**src/rtl/conv_pkg.sv**
```systemverilog
// rtl/conv_pkg.sv - shared constants and FSM state type for the conv instruction path
//
// Purpose: instruction width, RAM address width, instruction field positions
// and the fetch FSM state encoding. Instructions pass through the fetch stage
// bit-exact; the field positions are informational for downstream stages.
package conv_pkg;

  localparam int IW  = 40;
  localparam int IAW = 8;

  // Instruction fields consumed by conv_inst_loop.
  localparam int INST_ADDR_LSB = 8;
  localparam int INST_ADDR_MSB = 21;
  localparam int INST_LOOP_LSB = 22;
  localparam int INST_LOOP_MSB = 28;

  typedef enum logic [1:0] {
    ST_IDLE  = 2'd0,
    ST_FETCH = 2'd1,
    ST_DRAIN = 2'd2
  } fetch_state_e;

endpackage

```
**src/rtl/conv_inst_fifo.sv**
```systemverilog
// rtl/conv_inst_fifo.sv - 2-entry synchronous FIFO for fetched instructions
//
// Ports:
//   clk, rst     : clock, asynchronous active-high reset
//   i_push       : write i_push_data at the tail (ignored when full without pop)
//   i_push_data  : instruction to store
//   i_pop        : drop the head entry (ignored when empty)
//   o_head       : current head entry
//   o_cnt        : number of stored entries (0..2)
module conv_inst_fifo import conv_pkg::*; #(
  parameter int W = IW
) (
  input  logic         clk,
  input  logic         rst,
  input  logic         i_push,
  input  logic [W-1:0] i_push_data,
  input  logic         i_pop,
  output logic [W-1:0] o_head,
  output logic [1:0]   o_cnt
);

  logic [W-1:0] r_mem [2];
  logic         r_wr_ptr;
  logic         r_rd_ptr;
  logic [1:0]   r_cnt;
  logic         w_push;
  logic         w_pop;

  // A push into a full FIFO is only legal when the head leaves in the same cycle.
  assign w_pop  = i_pop && (r_cnt != 2'd0);
  assign w_push = i_push && ((r_cnt != 2'd2) || w_pop);

  always_ff @(posedge clk or posedge rst) begin
    if (rst) begin
      r_mem[0] <= '0;
      r_mem[1] <= '0;
      r_wr_ptr <= 1'b0;
      r_rd_ptr <= 1'b0;
      r_cnt    <= 2'd0;
    end else begin
      if (w_push) begin
        r_mem[r_wr_ptr] <= i_push_data;
        r_wr_ptr        <= ~r_wr_ptr;
      end
      if (w_pop) begin
        r_rd_ptr <= ~r_rd_ptr;
      end
      r_cnt <= r_cnt + {1'b0, w_push} - {1'b0, w_pop};
    end
  end

  assign o_head = r_mem[r_rd_ptr];
  assign o_cnt  = r_cnt;

endmodule

```
**src/rtl/conv_inst_fetch.sv**
```systemverilog
// rtl/conv_inst_fetch.sv - instruction fetch stage feeding conv_inst_loop
//
// Ports:
//   clk, rst            : clock, asynchronous active-high reset
//   start               : one-cycle request, sampled only in IDLE
//   base_addr, inst_num : first RAM address and instruction count (0 legal)
//   busy, done          : busy from cycle after start through done; done on last transfer
//   mem_en, mem_addr    : synchronous RAM read port, 1-cycle read latency
//   mem_rdata           : RAM read data
//   s_inst, s_valid     : instruction stream out
//   s_ready             : downstream accept
module conv_inst_fetch import conv_pkg::*; #(
  parameter int IW  = conv_pkg::IW,
  parameter int IAW = conv_pkg::IAW
) (
  input  logic           clk,
  input  logic           rst,
  input  logic           start,
  input  logic [IAW-1:0] base_addr,
  input  logic [IAW-1:0] inst_num,
  output logic           busy,
  output logic           done,
  output logic           mem_en,
  output logic [IAW-1:0] mem_addr,
  input  logic [IW-1:0]  mem_rdata,
  output logic [IW-1:0]  s_inst,
  output logic           s_valid,
  input  logic           s_ready
);

  localparam logic [IAW-1:0] ONE = IAW'(1);

  fetch_state_e   r_state;
  logic [IAW-1:0] r_base;
  logic [IAW-1:0] r_num;
  logic [IAW-1:0] r_issued;
  logic [IAW-1:0] r_accepted;
  logic           r_inflight;

  logic [1:0]     w_fifo_cnt;
  logic [IW-1:0]  w_fifo_head;
  logic           w_xfer;
  logic           w_credit;
  logic           w_last_xfer;

  conv_inst_fifo #(.W(IW)) u_fifo (
    .clk         (clk),
    .rst         (rst),
    .i_push      (r_inflight),
    .i_push_data (mem_rdata),
    .i_pop       (w_xfer),
    .o_head      (w_fifo_head),
    .o_cnt       (w_fifo_cnt)
  );

  assign s_valid = (w_fifo_cnt != 2'd0);
  assign s_inst  = w_fifo_head;
  assign w_xfer  = s_valid && s_ready;

  // Entries held plus the beat still in the RAM pipe must leave room, counting
  // a pop happening this very cycle so issue resumes without a bubble.
  assign w_credit = ({1'b0, w_fifo_cnt} + {2'b00, r_inflight}) < (3'd2 + {2'b00, w_xfer});

  assign mem_en   = (r_state == ST_FETCH) && (r_issued != r_num) && w_credit;
  assign mem_addr = r_base + r_issued;

  // Widened so inst_num = 0 completes on the first DRAIN cycle without a transfer.
  assign w_last_xfer = ({1'b0, r_accepted} + {{IAW{1'b0}}, w_xfer}) == {1'b0, r_num};
  assign done        = (r_state == ST_DRAIN) && w_last_xfer;
  assign busy        = (r_state != ST_IDLE);

  always_ff @(posedge clk or posedge rst) begin
    if (rst) begin
      r_state    <= ST_IDLE;
      r_base     <= '0;
      r_num      <= '0;
      r_issued   <= '0;
      r_accepted <= '0;
      r_inflight <= 1'b0;
    end else begin
      r_inflight <= mem_en;
      if (w_xfer) begin
        r_accepted <= r_accepted + ONE;
      end
      case (r_state)
        ST_IDLE: begin
          if (start) begin
            r_base     <= base_addr;
            r_num      <= inst_num;
            r_issued   <= '0;
            r_accepted <= '0;
            r_state    <= (inst_num != '0) ? ST_FETCH : ST_DRAIN;
          end
        end
        ST_FETCH: begin
          if (mem_en) begin
            r_issued <= r_issued + ONE;
            if (r_issued == r_num - ONE) begin
              r_state <= ST_DRAIN;
            end
          end
        end
        ST_DRAIN: begin
          if (done) begin
            r_state <= ST_IDLE;
          end
        end
        default: r_state <= ST_IDLE;
      endcase
    end
  end

endmodule

```
**config.mk**
```make
export PLATFORM = sky130hd
export DESIGN_NAME = conv_inst_fetch
export DESIGN_NICKNAME = d
export VERILOG_FILES = /design/src/rtl/conv_pkg.sv /design/src/rtl/conv_inst_fifo.sv /design/src/rtl/conv_inst_fetch.sv
export SDC_FILE = /design/constraint.sdc
export NUM_CORES = 1
export LEC_CHECK = 0
export ABC_AREA = 1
export ABC_CLOCK_PERIOD_IN_PS = 5900
export CAP_MARGIN = 20
export CORE_MARGIN = 4
export CORE_UTILIZATION = 50
export CTS_CLUSTER_SIZE = 28
export DETAILED_ROUTE_END_ITERATION = 16
export HOLD_SLACK_MARGIN = 0.03
export PLACE_DENSITY = 0.77
export RECOVER_POWER = 50
export SETUP_SLACK_MARGIN = 0.1
export SKIP_CTS_REPAIR_TIMING = 1
export SYNTH_ARGS = -nofsm -noshare
export SYNTH_HDL_FRONTEND = slang
export SYNTH_SLANG_ARGS = --single-unit
```
**constraint.sdc**
```tcl
create_clock -name clk -period 5.9 [get_ports clk]
set_clock_uncertainty 0.15 [all_clocks]
set_input_delay 0.885 -clock clk [delete_from_list [all_inputs] [get_ports clk]]
set_output_delay 0.885 -clock clk [all_outputs]
set_load 0.02 [all_outputs]
```
==> flow_summary.json <==
{
  "min_path_type": "reg2reg",
  "synthMuxAreaShare_pct": 0,
  "insertion_delay_ns": 0.41,
  "status": "finished, violations left",
  "ys_top_cells_by_area": "dfrtp_1 48%, nand2_1 21%, o21ai_0 7.1%, inv_1 5.3%, ha_1 3.2%",
  "min_period_ns": 4.68,
  "antenna_found_initial": 0,
  "grt_max_degree": 81,
  "num_rows": 40,
  "yosysWarnings": 0,
  "area.growth.synth_to_final_pct": 28.9,
  "yosysTopAreaCellShare_pct": 48.0,
  "gp_congestion": 0.881,
  "crit_start": "s_ready",
  "initial_core_util_pct": 51.4,
  "synth_area_um2": 6200,
  "rsz0062_at_grt": "no",
  "synth_most_common_cell": "nand2_1",
  "antennaDiodeCount": 0,
  "crit_path_max_fanout": 6,
  "whs_path_depth": 2,
  "cp-start-kind": "input pin",
  "fin_setup_tns_ns": 0,
  "hpwl_um": 9430,
  "grtUsageTotal_pct": 21.0,
  "synthCells": 824,
  "yosysTopAreaCell": "dfrtp_1",
  "whs_endpoint": "u_fifo.r_mem[29]",
  "port-buffer-count": 111,
  "clock.fmax_ghz": 0.214,
  "synth_nets": 901,
  "max_stage_delay_ns": 0.65,
  "die_y_um": 119,
  "crit_chain": "dlygate4sd3_1 > nand2_1 > inv_1 > ha_1 > ha_1 > nand2_1 > inv_1 > nor2_1 > nor2_1 > nor2_1 > nand2_1 > nor2_1 > nand3_1 > nor3_1 > clkdlybuf4s50_1",
  "synthXorXnorAreaFrac_pct": 2.66,
  "violations": "max-capacitance violations, max-slew violations",
  "drc": 0,
  "synthAdderAreaFrac_pct": 3.55,
  "rr_startpoint": "u_fifo.o_cnt[1]",
  "synth_top_family_by_area": "simple AND/OR/NAND/NOR gates",
  "ios": 112,
  "finalCritPeriodShare_pct": 79.3,
  "timing.rr.end": "u_fifo.r_mem[22]",
  "slew_violations": 218,
  "required_ns": 4.87,
  "hold_viol": 0,
  "cp_slowest_cell": "clkdlybuf4s50_1",
  "routed_wl_um": 14300,
  "via_count": 5468,
  "clockRootBuffer": "clkbuf_16",
  "grt_pass1_wl_um": 24400,
  "grt_pass1_vias": 5211,
  "ant_nets": 0,
  "worstHoldStart": "u_fifo.r_mem[29]",
  "worst_pin_slew_ns": 2.99,
  "hold_ws_ns": 0.331,
  "p_leak_nw": 4.11,
  "drt-pass1-iter-count": 4,
  "clock-sinks": 119,
  "htree_levels": 4,
  "r2r_slack_ns": 2.02,
  "post_drt_wl_per_cell_um": 12.8,
  "die_area_um2": 14200,
  "cp-end-kind": "output pin",
  "cts_made_buffers": 17,
  "crit_top_cell": "nor2_1",
  "synth_cell_type_count": 33,
  "drive_above_1_share_pct": 4.99,
  "synth_compound_area_share_pct": 9.28,
  "cts_tree": "built",
  "setup_violations": 0,
  "arrival_ns": 3.64,
  "overflow": 0,
  "fill_cells": 1036,
  "syn_area_per_cell_um2": 7.53,
  "core_area_um2": 12100,
  "seq_area_frac_synth_pct": 48.0,
  "via_per_inst": 4.93,
  "async_flop_share_pct": 100,
  "path_clk_slew_ns": 0.05,
  "ctsLongestPathBuffers": 2,
  "synthSimpleGateAreaFrac_pct": 28.2,
  "r2r_cells": 9,
  "power_density_nw_per_um2": 567,
  "drtIter0Drc": 448,
  "die_w_um": 119,
  "ys_ff_latch": 119,
  "synth_edf_count": 0,
  "yosys-top-cells-count": "344 x nand2_1, 119 x dfrtp_1, 88 x o21ai_0",
  "nets": 1006,
  "cap_violations": 4,
  "slew_headroom_pct": -100,
  "path_class": "in2out",
  "synth_ff_type": "dfrtp_1",
  "irDropWorstVdd_mv": 0.247
}
-- power breakdown --
| part | switching (W) | total [W] | internal, W | leakage [nW] |
|---|---|---|---|---|
| Sequential | 0.000215 | 0.00138 | 0.00116 | 1.51 |
| Combinational | 0.00123 | 0.00207 | 0.000847 | 2.30 |
| Clock | 0.000355 | 0.00107 | 0.000719 | 0.299 |
-- registers in the layout, summed over array words and instances (netlist names) --
name	flops
r_accepted	8
r_base	8
r_inflight	1
r_issued	8
r_num	8
r_state	2
u_fifo.o_cnt	2
u_fifo.r_mem	80
u_fifo.r_rd_ptr	1
u_fifo.r_wr_ptr	1
-- worst max-delay path: cells and delay by family --
kind	cells	cell delay (ns)
buffers and inverters	4	1.32
and+or+nand+nor	9	1.00
adders and majority gates	2	0.43
-- how the worst max path moves through the flow --
stage                     cells past startpoint  slack (ns)               end
final                                        15        1.22              done
after floorplan                               1        1.71     r_accepted[0]
after global placement                       15        1.46              done
after CTS                                    15        1.41              done
after global routing                          8        0.99  u_fifo.r_mem[11]
after detailed placement                     12        1.45              done
-- layout make-up --
| type | instances | area (µm²) | share of cell area (%) |
|---|---|---|---|
| flip-flops and latches | 119 | 2980 | 37.3 |
| multi-input cells | 585 | 2700 | 33.8 |
| repair buffers | 116 | 1140 | 14.3 |
| clock buffers | 25 | 505 | 6.33 |
| inverters | 90 | 339 | 4.24 |
| well taps | 168 | 210 | 2.63 |
| clock inverters | 7 | 115 | 1.44 |
-- cells by family (layout without fill, tap and decap cells) --
| kind of cell | count (synthesis) | after routing |
|---|---|---|
| buffers and inverters | 120 | 238 |
| XOR/XNOR | 18 | 18 |
| AO/OA/AOI/OAI | 113 | 113 |
| AND/OR/NAND/NOR | 437 | 437 |
| flip-flops | 119 | 119 |
| adder cells (fa/ha/maj) | 17 | 17 |
-- per-layer routing --
metal	vias up	global-route usage, %	wire length [µm]
li1	2769	-	-
met1	2526	28.4	6600
met2	152	33.2	6660
met3	21	4.61	764
met4	0	8.09	238
met5	-	0	0
-- cell usage in the layout, fill, tap and decap left out, drive strengths merged, types with 12 or more instances in the layout --
master         count
dfrtp            119
inv               88
nor2              48
xor2              12
clkdlybuf4s50    108
o21ai            101
nand3             26
nand2            349
ha                16
clkbuf            26
-- stage by stage --
| stage | utilization (%) | setup WS [ns] | cells | area, µm² | total power [W] |
|---|---|---|---|---|---|
| 3_5_place_dp | 61.3 | 1.45 | 1078 | 7390 | 0.00346 |
| 6_report | 66.3 | 1.22 | 1110 | 7990 | 0.00453 |
| 5_1_grt | 66.3 | 0.988 | 1110 | 7990 | 0.00489 |
| 2_1_floorplan | - | 1.71 | 824 | 6200 | 0.00271 |
| 3_3_place_gp | 61.3 | 1.46 | 1078 | 7390 | 0.00342 |
| 4_1_cts | 66.4 | 1.41 | 1110 | 8010 | 0.00455 |
Note: power is estimated with default switching activity, not from simulation.
